$ cat src/rtl/i2c_pkg.sv
// Shared state encoding and protocol constants for the I2C target write receiver.
package i2c_pkg;

  typedef enum logic [2:0] {
    IDLE,
    ADDR,
    ADDR_ACK,
    DATA,
    DATA_ACK,
    IGNORE
  } i2c_rx_state_t;

  localparam logic I2C_RW_WRITE  = 1'b0;
  localparam int   I2C_BYTE_BITS = 8;

endpackage

$ cat src/rtl/i2c_pin_cond.sv
// Pin conditioner: SYNC_STAGES synchroniser, optional I2C_GLITCH_FILTER_EN filter, registered edge detect.
// Latency pin->level/rise/fall is SYNC_STAGES+1 clk (+FILTER_LEN with the filter); no backpressure.
module i2c_pin_cond #(
  parameter int SYNC_STAGES = 2,
  parameter int FILTER_LEN  = 4
) (
  input  logic clk,
  input  logic rst,
  input  logic pin,
  output logic level,
  output logic rise,
  output logic fall
);

  if (SYNC_STAGES < 2 || FILTER_LEN < 1) begin : g_bad_cfg
    $error("i2c_pin_cond: SYNC_STAGES must be >= 2 and FILTER_LEN >= 1");
  end

  logic [SYNC_STAGES-1:0] sync;
  logic                   synced;
  logic                   cond;
  logic                   prev;

  always_ff @(posedge clk or posedge rst) begin
    if (rst) sync <= '1;
    else     sync <= {sync[SYNC_STAGES-2:0], pin};
  end

  assign synced = sync[SYNC_STAGES-1];

`ifdef I2C_GLITCH_FILTER_EN
  localparam int CW = $clog2(FILTER_LEN + 1);
  logic [CW-1:0] run_cnt;
  logic          filt;

  // The filtered level only follows once FILTER_LEN samples in a row disagree with it.
  always_ff @(posedge clk or posedge rst) begin
    if (rst) begin
      run_cnt <= '0;
      filt    <= 1'b1;
    end else if (synced == filt) begin
      run_cnt <= '0;
    end else if (run_cnt == CW'(FILTER_LEN - 1)) begin
      run_cnt <= '0;
      filt    <= synced;
    end else begin
      run_cnt <= run_cnt + CW'(1);
    end
  end

  assign cond = filt;
`else
  assign cond = synced;
`endif

  always_ff @(posedge clk or posedge rst) begin
    if (rst) begin
      prev <= 1'b1;
      rise <= 1'b0;
      fall <= 1'b0;
    end else begin
      prev <= cond;
      rise <= cond & ~prev;
      fall <= ~cond & prev;
    end
  end

  // Level comes from the same flop stage as the edge strobes so they stay aligned.
  assign level = prev;

endmodule

$ cat src/rtl/i2c_target_rx.sv
// I2C target write receiver: START/STOP detect, 7-bit address match, ACK via open-drain, bytes out on valid/ready.
// Pin-to-event latency SYNC_STAGES+1 clk; a byte completing while rx_valid is unconsumed is NACKed (overrun). Option: I2C_GLITCH_FILTER_EN.
module i2c_target_rx #(
  parameter logic [6:0] ADDR        = 7'h42,
  parameter int         SYNC_STAGES = 2,
  parameter int         FILTER_LEN  = 4
) (
  input  logic       clk,
  input  logic       rst,
  input  logic       scl_in,
  input  logic       sda_in,
  output logic       sda_oe,
  output logic [7:0] rx_data,
  output logic       rx_valid,
  input  logic       rx_ready,
  output logic       addr_hit,
  output logic       bus_busy,
  output logic       overrun
);

  import i2c_pkg::*;

  localparam int CNT_W = $clog2(I2C_BYTE_BITS);

  logic scl_level, scl_rise, scl_fall;
  logic sda_level, sda_rise, sda_fall;
  logic start_evt, stop_evt, accept;

  i2c_rx_state_t              state, state_n;
  logic [CNT_W-1:0]           bit_cnt, bit_cnt_n;
  logic                       byte_full, byte_full_n;
  logic [I2C_BYTE_BITS-1:0]   shift, shift_n;
  logic [7:0]                 rx_data_n;
  logic                       sda_oe_n, rx_valid_n, addr_hit_n, bus_busy_n, overrun_n;

  i2c_pin_cond #(.SYNC_STAGES(SYNC_STAGES), .FILTER_LEN(FILTER_LEN)) u_scl (
    .clk(clk), .rst(rst), .pin(scl_in),
    .level(scl_level), .rise(scl_rise), .fall(scl_fall)
  );

  i2c_pin_cond #(.SYNC_STAGES(SYNC_STAGES), .FILTER_LEN(FILTER_LEN)) u_sda (
    .clk(clk), .rst(rst), .pin(sda_in),
    .level(sda_level), .rise(sda_rise), .fall(sda_fall)
  );

  assign start_evt = sda_fall & scl_level;
  assign stop_evt  = sda_rise & scl_level;
  assign accept    = ~rx_valid | rx_ready;

  always_ff @(posedge clk or posedge rst) begin
    if (rst) begin
      state     <= IDLE;
      bit_cnt   <= '0;
      byte_full <= 1'b0;
      shift     <= '0;
      rx_data   <= '0;
      sda_oe    <= 1'b0;
      rx_valid  <= 1'b0;
      addr_hit  <= 1'b0;
      bus_busy  <= 1'b0;
      overrun   <= 1'b0;
    end else begin
      state     <= state_n;
      bit_cnt   <= bit_cnt_n;
      byte_full <= byte_full_n;
      shift     <= shift_n;
      rx_data   <= rx_data_n;
      sda_oe    <= sda_oe_n;
      rx_valid  <= rx_valid_n;
      addr_hit  <= addr_hit_n;
      bus_busy  <= bus_busy_n;
      overrun   <= overrun_n;
    end
  end

  always_comb begin
    state_n     = state;
    bit_cnt_n   = bit_cnt;
    byte_full_n = byte_full;
    shift_n     = shift;
    rx_data_n   = rx_data;
    sda_oe_n    = sda_oe;
    rx_valid_n  = rx_valid & ~rx_ready;
    addr_hit_n  = addr_hit;
    bus_busy_n  = bus_busy;
    overrun_n   = 1'b0;

    if (stop_evt) begin
      state_n     = IDLE;
      bit_cnt_n   = '0;
      byte_full_n = 1'b0;
      sda_oe_n    = 1'b0;
      addr_hit_n  = 1'b0;
      bus_busy_n  = 1'b0;
    end else if (start_evt) begin
      state_n     = i2c_pkg::ADDR;
      bit_cnt_n   = '0;
      byte_full_n = 1'b0;
      sda_oe_n    = 1'b0;
      addr_hit_n  = 1'b0;
      bus_busy_n  = 1'b1;
    end else begin
      case (state)
        i2c_pkg::ADDR, DATA: begin
          // Bits are taken on SCL rise; the completed byte is acted on at the following fall.
          if (scl_rise && !byte_full) begin
            shift_n   = {shift[I2C_BYTE_BITS-2:0], sda_level};
            bit_cnt_n = bit_cnt + CNT_W'(1);
            if (bit_cnt == CNT_W'(I2C_BYTE_BITS - 1)) byte_full_n = 1'b1;
          end else if (scl_fall && byte_full) begin
            byte_full_n = 1'b0;
            if (state == i2c_pkg::ADDR) begin
              if (shift[7:1] == ADDR && shift[0] == I2C_RW_WRITE) begin
                sda_oe_n   = 1'b1;
                addr_hit_n = 1'b1;
                state_n    = ADDR_ACK;
              end else begin
                state_n    = IGNORE;
              end
            end else if (accept) begin
              rx_data_n  = shift;
              rx_valid_n = 1'b1;
              sda_oe_n   = 1'b1;
              state_n    = DATA_ACK;
            end else begin
              overrun_n  = 1'b1;
              sda_oe_n   = 1'b0;
              state_n    = IGNORE;
            end
          end
        end
        ADDR_ACK, DATA_ACK: begin
          if (scl_fall) begin
            sda_oe_n = 1'b0;
            state_n  = DATA;
          end
        end
        IGNORE:  sda_oe_n = 1'b0;
        IDLE:    ;
        default: state_n = IDLE;
      endcase
    end
  end

endmodule

$ cat config.mk
export PLATFORM = sky130hd
export DESIGN_NAME = i2c_target_rx
export DESIGN_NICKNAME = d
export VERILOG_FILES = /design/src/rtl/i2c_pkg.sv /design/src/rtl/i2c_pin_cond.sv /design/src/rtl/i2c_target_rx.sv
export SDC_FILE = /design/constraint.sdc
export NUM_CORES = 1
export LEC_CHECK = 0
export CAP_MARGIN = 5
export CORE_ASPECT_RATIO = 1.4
export CORE_MARGIN = 5
export CORE_UTILIZATION = 45
export DETAILED_ROUTE_END_ITERATION = 7
export HOLD_SLACK_MARGIN = 0.1
export PLACE_DENSITY = 0.69
export SLEW_MARGIN = 10
export SYNTH_ARGS = -nofsm -noshare
export SYNTH_HDL_FRONTEND = slang
export SYNTH_SLANG_ARGS = --single-unit
$ cat constraint.sdc
create_clock -name clk -period 1.5 [get_ports clk]
set_input_delay 0.225 -clock clk [delete_from_list [all_inputs] [get_ports clk]]
set_output_delay 0.225 -clock clk [all_outputs]
set_load 0.01 [all_outputs]
Yosys cells after proc, flatten, opt, wreduce, memory -nomap -nowiden --
Cells that the tools add are included. Widths: inputs -> output; s select.
Storage, ports and cells: output and inout port bits 13, bits of input ports 5, flip-flop bits (word level) 38, memories kept 0, bits in latches 0, bits in writable memories 0, bits in read-only memories 0, word-level logic and storage cells 125
Cells by class: equality and inequality tests 14, bitwise logic cells 19, reduce and logical (&&, ||, !) cells 23, muxes and demuxes 50, $mul 0, order comparisons 0, shift-type cells 0, div/mod/pow operators 0, add/sub/neg operators 1
Operator list (count):
- $mux 1 | 37
- $mux 3 | 11
- $reduce_bool 3->1 | 5
- $not 1->1 | 11
- $reduce_and 5->1 | 2
- $eq 3x3->1 const B | 3
- $pmux 3 s3 | 1
- $ne 4x3->1 const B | 2
- $ne 4x4->1 const B | 2
- $reduce_and 4->1 | 2
- $and 1x1->1 | 7
- $eq 7x7->1 const B | 1
- $reduce_and 7->1 | 1
- $eq 3x2->1 const B | 2
- $reduce_or 2->1 | 3
- $ne 5x5->1 const B | 1
- $reduce_bool 5->1 | 1
- $reduce_bool 4->1 | 1
- $add 3x1->3 const B | 1
- $eq 3x1->1 const B | 1
- $logic_and 1x1->1 | 3
- $logic_not 3->1 | 1
- $ne 3x1->1 const B | 1
- $ne 3x3->1 const B | 1
- other kinds (6) | 6

Logic depth before layout (Yosys ltp) --
Gate-level depths: netlist (run 1).
depth in word-level cells 9, depth in mapped cells 5, mapped depth without buffers 4

Cells and area by module --
A second synthesis (run 1) with hierarchy kept.
Unflattened totals: cell total of the unflattened synthesis 124, area total of the unflattened synthesis 1644.1 sq um
Modules (own cells, without submodules):
- i2c_target_rx | cells an instance 108, sequential area each 700.7 sq um, area each 1348.8 sq um, instances 1
- i2c_pin_cond | cells an instance 8, sequential area each 128.9 sq um, area each 147.6 sq um, instances 2

Worst setup path after synthesis (run 1) --
Ideal clock, no wire load.
path type reg-to-reg, start reg state[2], end reg shift[0], setup slack 0.029 ns, period minus slack after synthesis 1.471 ns, stages on the path, launching flop included 6, data arrival time 1.347 ns, data required time 1.375 ns, cells stage by stage dfrtp_1 > buf_6 > nand2b_4 > nor3b_4 > nand2_4 > mux2_2
On the way: longest elaborated chain between the ends 3, elaborated cells between the ends (all ways) 4, classes of those cells eq/ne (2); reduce/logical (2)
Ends and longest elaborated chain:
- start: declaration | RTL line i2c_target_rx.sv:29 | i2c_rx_state_t state, state_n;
- start signal: assignment | RTL line i2c_target_rx.sv:63 | state <= state_n;
- $eq 3x1->1 or $eq 3x2->1 (tied branches) | RTL line i2c_target_rx.sv:103 | case (state)
- $reduce_or 2->1 * | RTL line i2c_target_rx.sv:103
- $reduce_and 4->1 (no source line) *
- end signal: assignment | RTL line i2c_target_rx.sv:66 | shift <= shift_n;
- end: declaration | RTL line i2c_target_rx.sv:32 | logic [I2C_BYTE_BITS-1:0] shift, shift_n;
Mark *: on every way between the ends. The rest lies on a longest branch, timed or not. A chain may end at the register's enable or synchronous reset.

Worst setup path after layout (run 1) --
start reg shift[0], end reg sda_oe
On the way: longest elaborated chain between the ends 4
Ends and longest elaborated chain:
- $not 1->1 | RTL line i2c_target_rx.sv:113 | if (shift[7:1] == ADDR && shift[0] == I2C_RW_WRITE) begin
- $logic_and 1x1->1 | RTL line i2c_target_rx.sv:113
- $ne 5x5->1 (no source line)
- $reduce_and 5->1 (no source line)
- end signal: assignment | RTL line i2c_target_rx.sv:68 | sda_oe <= sda_oe_n;
- end: declaration | RTL line i2c_target_rx.sv:12 | output logic sda_oe,
No other way between the ends.

==> reports/metrics.csv, run 1 <==
stage,metric,value,unit
outcome,status,"finished, final reports clean",
worst_setup_path,max incr delay on CP,0.41,ns
worst_setup_path,CP Capture Point,sda_oe,
clock_tree,CTS sink cnt,38,
route,routed vias/inst,5.42,
floorplanning,Core ar.,3580,um2
clock_tree,clk buf depth,2,
sta,aggregate negative setup slack,0,ns
floorplanning,Die Y,81.3,um
sta,relative slew slack,0.766,
logic_synthesis,synthesized area,1630,um2
final_layout,area growth from synthesis to layout,30.3,%
worst_setup_path,CP Launch Type,flop,
worst_setup_path,flop-to-flop setup slack,0.05,ns
worst_setup_path,Required @ worst endpoint,1.71,ns
logic_synthesis,post-synthesis sequential area ratio,0.587,
route,drc violations,0,
power,maximum vdd drop,1.01,mV
sta,final worst clock skew,0.00394,ns
flow_run,Max-Cap Viols,0,
worst_setup_path,Worst Path Buf+Inv,2,
place,DP Wirelength,2.27,mm
sta,max-slew violation count,0,
sta,number of failing hold endpoints at the final stage,0,
worst_setup_path,"most used cell, CP",buf_4,
floorplanning,I/O pin count,18,
worst_setup_path,critical path class,flop to flop,
power,Lkg Pwr,0.980,nW
logic_synthesis,syn_area_per_cell,13.4,um2
sta,final worst setup slack,0.0479,ns
logic_synthesis,post-synthesis cell type count,43,
worst_hold_path,HP Class,primary input to async pin,
clock_tree,worst-skew pair later-pin latency,0.29,ns
route,vias,1121,
final_layout,ANT cells,0,
worst_setup_path,endpoint class of the critical path,flop,
sta,Least-Margin Pin Slew,0.349,ns
grt,first-pass GRT wire length,5.53,mm
route,per-cell routed wire length,15.6,um
worst_setup_path,CP startpoint,shift[0],
grt,vias in the first global route,1238,
power,Pwr Density,1360,nW/um2
floorplanning,Die Width,60.9,um
final_layout,"commonest cells after routing, fill and taps aside","dfrtp_1, buf_4, clkdlybuf4s50_1",
logic_synthesis,"FF+latch count, synth",38,
sta,min Tclk post-route,1.45,ns
worst_setup_path,FF-to-FF path depth,6,
power,total power,2.89,mW
logic_synthesis,Syn Nets,129,
logic_synthesis,cells after synthesis,122,
floorplanning,die area,4950,um2
worst_setup_path,CP Cell Sequence,nor4b_2 -> buf_4 -> a211oi_2 -> buf_4 -> a21oi_2 -> mux2i_1,
sta,RSZ-0062 raised after global routing,true,
place,PortBufs,17,
clock_tree,Clock Tree Root,clkbuf_8,
floorplanning,Rows,26,
final_layout,Final Net Count,171,
sta,maximum clock rate,0.689,GHz
final_layout,number of fill cells,307,
final_layout,"commonest non-fill, non-tap cell in the layout",dfrtp_1,
clock_tree,TritonCTS clock tree,done,
clock_tree,Num CTS Buffers,5,
worst_setup_path,Crit-path slowest cell,dfrtp_1,
route,final wirelength,3.24,mm
logic_synthesis,YS warnings,0,
route,drt pass-1 iters,4,
floorplanning,Initial Util,0.457,
final_layout,fraction of layout cells with a size suffix above 1,0.388,
worst_setup_path,Critical Path Stages,6,
worst_setup_path,RR Startpoint,shift[0],
grt,number of antenna violations at the first check in global routing,0,
sta,Tcrit/Tclk final,0.968,
grt,total grt overflow,0,
place,Setup WS pre-CTS,-0.155,ns
clock_tree,H-tree depth,2,
grt,Global Route Usage Sum,0.156,
worst_setup_path,Worst Path Max Fanout,2,
clock_tree,"CTS clk-pin slew, worst paths",0.07,ns
worst_setup_path,Worst EP arrival,1.66,ns
worst_setup_path,Worst R2R End,sda_oe,
sta,worst hold margin,0.287,ns
worst_setup_path,cell class contributing the biggest share of worst-path delay,flip-flops,
route,Initial DRC Count,34,
clock_tree,# hold bufs at CTS,0,
sta,setup violators final,0,
route,Post-DRT Antenna Nets,0,
grt,largest net degree at the start of global routing,39,
place,Final Wtd Congestion,0.917,
-- registers in the layout (all words and copies together) (netlist names), 2 cells and up --
| signal | cells |
|---|---|
| u_sda.sync | 2 |
| rx_data | 8 |
| bit_cnt | 3 |
| shift | 8 |
| u_scl.sync | 2 |
| state | 3 |
-- worst reg2reg max path, stage by stage (launching register included) --
cell and delay (ns):
dfrtp_1 0.41, nor4b_2 0.29, buf_4 0.16, a211oi_2 0.07, buf_4 0.14, a21oi_2 0.12
mux2i_1 0.19
-- what timing repair did --
action / in CTS / in global routing
endpoints found under the setup margin: 2 / 12
pin swaps: 1 / 1
cloned: 0 / 0
setup buffers: 0 / 3
resized for setup: 4 / 6
-- synth_stat cells (all sizes together) --
library cell  count  area, um2
o21a              1       7.51
inv               3       11.3
ha                2       25.0
nand2             3       18.8
and3b             1       8.76
mux2             16        180
dfrtp            32        801
nor2b             7       46.3
nor3              3       15.0
clkbuf            1       3.75
and4              1       8.76
o32ai             1       16.3
o31ai             1       7.51
a2111oi           1       8.76
or3               1       6.26
a211oi            2       15.0
nor3b             1       18.8
a31oi             3       18.8
mux2i             4       40.0
a211o             1       8.76
buf               3       23.8
nor2              7       26.3
nand3             1       5.00
a21oi             2       10.0
o22ai             1       6.26
and2              2       12.5
xnor2             1       8.76
and3              2       13.8
o21ai             4       23.8
nor4b             2       17.5
o211ai            2       15.0
dfstp             6        158
nand4             2       27.5
nand2b            2       20.0
-- per-layer routing --
metal / vias to the layer above / global-route usage / part of all wire
met5: - / 0 / 0
met4: 0 / 0.0976 / 0.029
met3: 8 / 0.0509 / 0.049
met2: 34 / 0.258 / 0.53
met1: 553 / 0.166 / 0.39
li1: 526 / - / -
-- cell type report --
cell class                      instances  area [um2]  share of cell area
Sequential cell                        38         958               0.450
Multi-Input combinational cell         77         679               0.319
Timing Repair Buffer                   39         348               0.163
Clock buffer                            8        80.1              0.0376
Tap cell                               42        52.6              0.0247
Inverter                                3        11.3             0.00529
-- cells by family after synthesis --
group           Yosys count  synth area share
flops                    38             0.587
simple gates             35             0.150
mux                      20             0.135
compound gates           19            0.0842
buf+inv                   7            0.0237
fa+ha+maj                 2            0.0153
xor+xnor                  1           0.00536
-- metrics by stage --
| step | instance area (um2) | utilization | std cells |
|---|---|---|---|
| after floorplan | 1630 | - | 122 |
| after global placement | 1980 | 0.555 | 196 |
| after detailed placement | 1980 | 0.555 | 196 |
| after CTS | 2080 | 0.582 | 204 |
| after global routing | 2130 | 0.595 | 207 |
| final | 2130 | 0.595 | 207 |
-- report_power, final --
| group | switching, mW | internal [mW] |
|---|---|---|
| Combinational | 0.422 | 0.505 |
| Sequential | 0.122 | 1.18 |
| Clock | 0.328 | 0.330 |
| Total | 0.871 | 2.02 |
-- how the worst min path moves through the flow --
stage | start | endpoint | depth (start not counted)
3_3_place_gp | u_scl.sync[0] | u_scl.sync[1] | 0
2_1_floorplan | scl_in | u_scl.sync[0] | 0
3_5_place_dp | u_sda.sync[0] | u_sda.sync[1] | 0
6_report | rst | u_scl.rise | 3
5_1_grt | rst | rx_data[2] | 3
4_1_cts | rst | rx_data[0] | 3
(Power assumes the default switching activity.)
==> run 2, diff against run 1 <==
Settings changed: SETUP_SLACK_MARGIN set to 0.05.
==> run 2 against run 1 <==
  * Final cell count increased by 3.4%
  * Clock-buffer cell count decreased by 2
  * Largest cell class unchanged
  * First-iteration DRC count increased by 50%
  * Fmax decreased by 1.4%
  * Critical endpoint is now state[1]
  * Via count increased by 2.4%
==> reports/metrics.csv, run 2 (synthesized netlist as in run 1, its figures left out) <==
stage,metric,value,unit,change
outcome,status,"finished, final reports clean",,unchanged
worst_setup_path,CP Capture Point,state[1],,was sda_oe
final_layout,Final Net Count,178,,was 171
grt,number of antenna violations at the first check in global routing,0,,unchanged
clock_tree,# hold bufs at CTS,0,,unchanged
final_layout,number of fill cells,287,,was 307
worst_hold_path,HP Class,primary input to async pin,,unchanged
sta,final worst setup slack,0.0280,ns,was 0.0479 ns
grt,largest net degree at the start of global routing,39,,unchanged
worst_setup_path,critical path class,flop to flop,,unchanged
sta,Least-Margin Pin Slew,0.349,ns,about the same
power,Pwr Density,1480,nW/um2,was 1360 nW/um2
clock_tree,Clock Tree Root,clkbuf_8,,unchanged
worst_setup_path,Worst Path Max Fanout,3,,was 2
final_layout,"commonest cells after routing, fill and taps aside","dfrtp_1, buf_4, mux2_2",,"was dfrtp_1, buf_4, clkdlybuf4s50_1"
route,drt pass-1 iters,4,,unchanged
worst_setup_path,Critical Path Stages,6,,unchanged
clock_tree,Num CTS Buffers,5,,unchanged
clock_tree,clk buf depth,2,,unchanged
clock_tree,H-tree depth,2,,unchanged
route,per-cell routed wire length,15.8,um,was 15.6 um
clock_tree,"CTS clk-pin slew, worst paths",0.07,ns,about the same
place,Setup WS pre-CTS,-0.182,ns,was -0.155 ns
worst_setup_path,Required @ worst endpoint,1.66,ns,was 1.71 ns
worst_setup_path,CP Launch Type,flop,,unchanged
sta,RSZ-0062 raised after global routing,true,,unchanged
sta,maximum clock rate,0.679,GHz,was 0.689 GHz
sta,final worst clock skew,0.00232,ns,was 0.00394 ns
flow_run,Max-Cap Viols,0,,unchanged
sta,max-slew violation count,0,,unchanged
floorplanning,Rows,26,,unchanged
floorplanning,die area,4950,um2,unchanged
clock_tree,CTS sink cnt,38,,unchanged
clock_tree,TritonCTS clock tree,done,,unchanged
worst_setup_path,max incr delay on CP,0.42,ns,was 0.41 ns
floorplanning,Die Width,60.9,um,unchanged
floorplanning,I/O pin count,18,,unchanged
grt,Global Route Usage Sum,0.159,,was 0.156
final_layout,Post-Layout Inst Area,2320,um2,was 2130 um2
worst_setup_path,RR Startpoint,state[2],,was shift[0]
worst_setup_path,CP startpoint,state[2],,was shift[0]
floorplanning,Die Y,81.3,um,unchanged
worst_setup_path,"most used cell, CP",buf_4,,unchanged
sta,aggregate negative setup slack,0,ns,unchanged
place,DP Wirelength,2.32,mm,was 2.27 mm
route,vias,1148,,was 1121
floorplanning,Core ar.,3580,um2,unchanged
worst_setup_path,flop-to-flop setup slack,0.03,ns,was 0.05 ns
worst_setup_path,FF-to-FF path depth,6,,unchanged
power,maximum vdd drop,1.08,mV,was 1.01 mV
sta,number of failing hold endpoints at the final stage,0,,unchanged
sta,relative slew slack,0.765,,was 0.766
final_layout,ANT cells,0,,unchanged
worst_setup_path,Crit-path slowest cell,dfrtp_1,,unchanged
route,drc violations,0,,unchanged
grt,total grt overflow,0,,unchanged
worst_setup_path,cell class contributing the biggest share of worst-path delay,flip-flops,,unchanged
worst_setup_path,endpoint class of the critical path,flop,,unchanged
route,Post-DRT Antenna Nets,0,,unchanged
route,final wirelength,3.39,mm,was 3.24 mm
power,total power,3.44,mW,was 2.89 mW
worst_setup_path,Worst EP arrival,1.63,ns,was 1.66 ns
final_layout,"commonest non-fill, non-tap cell in the layout",dfrtp_1,,unchanged
final_layout,Regs by FF count,"rx_data (8), shift (8)",,unchanged
sta,setup violators final,0,,unchanged
worst_setup_path,CP Cell Sequence,buf_4 -> and3b_1 -> o21ai_2 -> buf_4 -> a31oi_1 -> o32ai_2,,was nor4b_2 -> buf_4 -> a211oi_2 -> buf_4 -> a21oi_2 -> mux2i_1
place,Final Wtd Congestion,0.890,,was 0.917
power,Lkg Pwr,1.18,nW,was 0.980 nW
grt,first-pass GRT wire length,5.79,mm,was 5.53 mm
worst_setup_path,Worst R2R End,state[1],,was sda_oe
sta,min Tclk post-route,1.47,ns,was 1.45 ns
sta,Tcrit/Tclk final,0.981,,was 0.968
route,routed vias/inst,5.36,,was 5.42
final_layout,area growth from synthesis to layout,41.7,%,was 30.3%
worst_setup_path,Worst Path Buf+Inv,2,,unchanged
place,Post-DP Area,2010,um2,was 1980 um2
final_layout,fraction of layout cells with a size suffix above 1,0.436,,was 0.388
route,Initial DRC Count,51,,was 34
floorplanning,Initial Util,0.457,,unchanged
clock_tree,worst-skew pair later-pin latency,0.28,ns,was 0.29 ns
grt,vias in the first global route,1256,,was 1238
place,PortBufs,17,,unchanged
-- run 2: cell count changes in the layout (fill, tap and decap cells not counted), moves of 2 or more --
cell / delta
bufinv_16: +2
buf_4: +3
clkdlybuf4s50_1: -6
buf_6: +2
mux2_2: -3
dlymetal6s2s_1: +6
clkbuf_1: -3
mux2_4: +3
-- run 2: cell type report --
cell class	instances	area, um2	share of cell area
inverter	3	11.3	0.00486
tap	42	52.6	0.0227
clock inverter	2	60.1	0.0259
timing repair buffer	46	433	0.187
sequential	38	958	0.414
multi-input combinational	77	718	0.310
clock buffer	6	82.6	0.0357
-- run 2: worst reg2reg max path, stage by stage (launching register included) --
cell and delay [ns]:
dfrtp_1 0.42, buf_4 0.16, and3b_1 0.22, o21ai_2 0.07, buf_4 0.15, a31oi_1 0.22, o32ai_2 0.12
-- run 2: worst min path at each step --
stage / from / endpoint / slack (ns) / depth (start not counted)
after CTS: rst / u_scl.rise / 0.29 / 3
after floorplan: scl_in / u_scl.sync[0] / 0.23 / 0
final: rst / u_sda.rise / 0.29 / 3
after global placement: u_sda.sync[0] / u_sda.sync[1] / 0.35 / 0
after global routing: rst / shift[1] / 0.32 / 3
after detailed placement: u_scl.sync[0] / u_scl.sync[1] / 0.35 / 0
-- run 2: power breakdown --
group          switching (mW)  total [mW]  internal [mW]
sequential              0.121        1.31           1.18
clock                   0.346        1.05          0.709
combinational           0.476        1.08          0.603
-- run 2: what timing repair did --
| item | in CTS | in global routing |
|---|---|---|
| gates cloned | 0 | 1 |
| setup endpoints to repair | 12 | 28 |
| gates resized for setup | 9 | 17 |
| endpoints found under the hold margin | 0 | 0 |
| setup buffers | 2 | 5 |
| pin swaps | 2 | 3 |
-- run 2: layer usage --
| metal | GRT usage | vias up | routed length [um] |
|---|---|---|---|
| met5 | 0 | - | 0 |
| met4 | 0.0846 | 0 | 93 |
| met3 | 0.0445 | 10 | 111 |
| met2 | 0.255 | 23 | 1790 |
| met1 | 0.191 | 583 | 1390 |
| li1 | - | 532 | - |
-- run 2: through the flow --
step,utilization,hold WS [ns],instances
after floorplan,-,0.229,122
after global placement,0.562,0.347,198
after detailed placement,0.562,0.348,198
after CTS,0.616,0.289,208
after global routing,0.647,0.315,214
final,0.647,0.295,214
